--- config.mk ---
export PLATFORM = sky130hd
export DESIGN_NAME = irq_conditioner
export DESIGN_NICKNAME = d
export VERILOG_FILES = /design/src/rtl/irq_conditioner.sv
export SDC_FILE = /design/constraint.sdc
export NUM_CORES = 1
export LEC_CHECK = 0
export CAP_MARGIN = 20
export CORE_MARGIN = 2
export CORE_UTILIZATION = 54
export CTS_CLUSTER_SIZE = 8
export DETAILED_ROUTE_END_ITERATION = 8
export GPL_ROUTABILITY_DRIVEN = 0
export PLACE_DENSITY = 0.78
export SYNTH_ARGS = -nofsm -noshare
export SYNTH_HDL_FRONTEND = slang
export SYNTH_SLANG_ARGS = --single-unit
--- constraint.sdc ---
create_clock -name clk -period 1.9 [get_ports clk]
set_input_delay 0.285 -clock clk [delete_from_list [all_inputs] [get_ports clk]]
set_output_delay 0.285 -clock clk [all_outputs]
set_load 0.01 [all_outputs]
--- src/rtl/irq_conditioner.sv ---
// irq_conditioner: synchronise, debounce and edge-detect raw inputs into
// acknowledge-cleared pending interrupt requests with sticky lost-edge flags.
module irq_conditioner #(
   parameter int WIDTH           = 8,
   parameter int DEBOUNCE_CYCLES = 16
) (
   input  logic                     clk,
   input  logic                     reset,
   input  logic [WIDTH-1:0]         raw_in,
   input  logic                     ack_valid,
   input  logic [$clog2(WIDTH)-1:0] ack_id,
   input  logic                     ovf_clear,
   output logic [WIDTH-1:0]         irq_out,
   output logic [WIDTH-1:0]         stable_out,
   output logic [WIDTH-1:0]         overflow
);
   localparam int CW = $clog2(DEBOUNCE_CYCLES) + 1;

   logic [WIDTH-1:0] s1_q, s2_q, stable_q, stable_d, stable_dly_q;
   logic [WIDTH-1:0] pend_q, pend_d, ovf_q, ovf_d, rise, ack_hit;
   logic [CW-1:0]    cnt_q [WIDTH];
   logic [CW-1:0]    cnt_d [WIDTH];

   always_comb begin
      rise     = stable_q & ~stable_dly_q;
      ack_hit  = ack_valid ? (WIDTH'(1) << ack_id) : '0;
      pend_d   = rise | (pend_q & ~ack_hit);
      // an ack coinciding with a new edge consumes the old event, so nothing is lost
      ovf_d    = (ovf_clear ? '0 : ovf_q) | (rise & pend_q & ~ack_hit);
      stable_d = stable_q;
      for (int i = 0; i < WIDTH; i++) begin
         cnt_d[i] = '0;
         if (s2_q[i] != stable_q[i]) begin
            if (cnt_q[i] == CW'(DEBOUNCE_CYCLES - 1)) stable_d[i] = s2_q[i];
            else cnt_d[i] = cnt_q[i] + CW'(1);
         end
      end
   end

   always_ff @(posedge clk) begin
      if (reset) begin
         s1_q         <= '0;
         s2_q         <= '0;
         stable_q     <= '0;
         stable_dly_q <= '0;
         pend_q       <= '0;
         ovf_q        <= '0;
         cnt_q        <= '{default: '0};
      end else begin
         s1_q         <= raw_in;
         s2_q         <= s1_q;
         stable_q     <= stable_d;
         stable_dly_q <= stable_q;
         pend_q       <= pend_d;
         ovf_q        <= ovf_d;
         cnt_q        <= cnt_d;
      end
   end

   assign irq_out    = pend_q;
   assign stable_out = stable_q;
   assign overflow   = ovf_q;
endmodule
==> flow_summary_export.csv <==
group,metric,value,unit
run_status,status,"complete, no violations",
cells_and_area,final_net_count,382,
pwr,internal_power,2720,uW
grt,grt_usage,17.2,%
pwr,power.switching,662,uW
worst_setup_path,start_kind,"register",
hold_path,holdPathStages,2,
die,core-area,5610,sq um
worst_setup_path,cp_slowest_cell,"clkdlybuf4s50_1",
sta,max_freq,610,MHz
hold_path,min_from,"reset",
worst_setup_path,critPathMaxStageDelay,0.58,ns
sta,setup_viol,0,
worst_setup_path,r2r_start,"cnt_q[30]$_SDFF_PP0_",
yosys,yosysSeqAreaShare,55.3,%
sta,fin_worst_skew,0.0104,ns
cells_and_area,layout.cells.most_common,"dfxtp_1",
grt,grt_pass1_wl,8600,microns
clock_network,holdBufCountCts,0,
yosys,synthesis.nets,333,
route,wl,5030,microns
sta,relSlewSlack,71.7,%
sta,final_max_slew_viol_count,0,
worst_setup_path,crit_chain,"clkdlybuf4s50_1",
worst_setup_path,path_max_fanout,5,
worst_setup_path,worst_r2r_endpoint,"cnt_q[33]$_SDFF_PP0_",
sta,fin_setup_tns,0,ns
sta,grt_setup_unrepaired,"false",
clock_network,clock-sinks,88,
die,io_pins,39,
route,avgViaCountPerCell,4.91,
route,wire_per_inst,11.8,microns
pwr,clkPwrFrac,41.4,%
clock_network,clk_path_buf_depth,2,
sta,finalCriticalPeriod,1.64,ns
die,die_y,80.8,microns
route,drc_errors,0,
worst_setup_path,crit_required,1.62,ns
sta,hold_viol,0,
clock_network,cts_root_buffer,"clkbuf_8",
worst_setup_path,cp.arrival,1.36,ns
sta,min_period_over_period,86.3,%
sta,tightest_slew,0.419,ns
yosys,avgSynthCellArea,10.6,sq um
route,antenna_left,0,
clock_network,cts_htree_levels,3,
route,drt_iter0_drc,90,
worst_setup_path,rrSetupSlack,0.35,ns
cells_and_area,finalCoreUtilization,69.2,%
clock_network,cts_resized,0,
grt,grt_pass1_vias,2025,
worst_setup_path,end_kind,"output pin",
hold_path,hold_end,"stable_out[6]$_SDFFE_PP0P_",
yosys,synth_cell_type_count,27,
yosys,synth_warnings,0,
pwr,p_leak,0.00144,uW
yosys,syn-cell-area,3190,sq um
pwr,seqPwrFrac,55.3,%
die,start_util,56.8,%
die,rows,27,
clock_network,clk_pin_slew,0.08,ns
clock_network,cts_tree,"done",
clock_network,insertion_delay,0.34,ns
clock_network,numCtsBuffers,9,
worst_setup_path,path_class,"register to output pin",
die,die_area,6530,sq um
worst_setup_path,cp_num_buf_inv,1,
die,die_w,80.8,microns
worst_setup_path,critical_path.top_delay_family,"buffers and inverters",
cells_and_area,drive_gt1_share,11.5,%
hold_path,hold_class,"input pin to register",
grt,grt_start_max_net_pins,17,
placement,port_buffers,38,
run,drv_cap,0,
clock_network,post_cts_buffers,0,
route,vias,2098,
yosys,synth_cells,302,
yosys,synth_seq_cells,88,
cells_and_area,final_cell_mix,"dfxtp_1, nor2_1, clkdlybuf4s50_1, nor2b_1",
pwr,power_density,873,nW/um^2
route,drt_pre_antenna_iters,4,
pwr,switching_share,19.6,%
cells_and_area,areaGrowthSynthToFinish,21.7,%
grt,grt_overflow,0,
cells_and_area,diodes,0,
pwr,irDropWorstVdd,0.000464,V
grt,antenna_found_initial,0,
placement,hpwl,3610,microns
pwr,comb_power_share,3.3,%
worst_setup_path,ff2ff_path_depth,5,
## logic make-up after synthesis
family                   after synthesis  share of synthesized area [%]
multiplexers                           8                           2.51
adder cells (fa/ha/maj)               16                           6.28
AO/OA/AOI/OAI                         20                           4.67
buffers and inverters                 24                           3.22
XOR/XNOR                              24                           6.59
AND/OR/NAND/NOR                      122                           21.5
flip-flops                            88                           55.3
## power by group through the flow
stage / Clock (uW) / Sequential, uW / Combinational, uW
2_1_floorplan: 0 / 1910 / 60.3
5_1_grt: 1510 / 1880 / 122
6_report: 1400 / 1870 / 111
3_5_place_dp: 0 / 1920 / 110
3_3_place_gp: 0 / 1920 / 108
4_1_cts: 1440 / 1870 / 112
## routing by layer
metal / routed length (microns) / part of all wire (%) / vias to the layer above / track usage (%)
met4: 126 / 2.5 / 0 / 10.8
met2: 2400 / 48 / 32 / 28.4
met3: 159 / 3.2 / 9 / 3.78
met1: 2340 / 47 / 973 / 20.2
li1: - / - / 1084 / -
met5: 0 / 0 / - / 0
## per-stage QoR
stage	total power (uW)	area, sq um	worst slack (ns)	hold WS, ns	instances
floorplan	1980	3190	0.463	0.413	302
global placement	2020	3660	0.346	0.417	412
detailed placement	2030	3660	0.280	0.421	412
CTS	3420	3880	0.225	0.280	427
global route	3510	3880	0.201	0.294	427
finish	3390	3880	0.260	0.292	427
## layout make-up
type | instances | area [sq um]
tap | 72 | 90.1
inverter | 19 | 71.3
clock inverter | 3 | 65.1
clock buffer | 12 | 155
multi-input combinational | 190 | 1320
timing repair buffer | 43 | 413
fill | 464 | 1730
sequential | 88 | 1760
## synthesized netlist by cell type (all sizes together)
library cell / number / area, sq um
or2b: 8 / 60.1
nor2b: 24 / 150
mux2i: 8 / 80.1
xnor2: 16 / 140
dfxtp: 88 / 1760
o21ai: 10 / 50.1
nand3: 9 / 45.0
nor2: 49 / 194
o311ai: 4 / 57.6
nand4b: 1 / 8.76
nor4b: 3 / 38.8
buf: 5 / 31.3
ha: 16 / 200
xor2: 8 / 70.1
or3: 8 / 90.1
nand2: 12 / 47.6
inv: 19 / 71.3
and3: 8 / 50.1
o31ai: 3 / 22.5
o22ai: 3 / 18.8
## registers in the layout, indices dropped and copies added (netlist names)
name	flops
irq_out	8
stable_out	8
stable_dly_q	8
overflow	8
s1_q	8
s2_q	8
cnt_q	40
## worst max path at each step
stage / from / slack, ns / cells after the start / to
6_report: stable_out[7]$_SDFFE_PP0P_ / 0.26 / 1 / stable_out[7]
4_1_cts: stable_out[7]$_SDFFE_PP0P_ / 0.23 / 1 / stable_out[7]
3_5_place_dp: ack_id[1] / 0.28 / 4 / overflow[2]$_SDFF_PP0_
5_1_grt: stable_out[7]$_SDFFE_PP0P_ / 0.20 / 1 / stable_out[7]
2_1_floorplan: cnt_q[5]$_SDFF_PP0_ / 0.46 / 5 / cnt_q[7]$_SDFF_PP0_
3_3_place_gp: ack_id[2] / 0.35 / 3 / overflow[0]$_SDFF_PP0_
(Power assumes the default switching activity.)
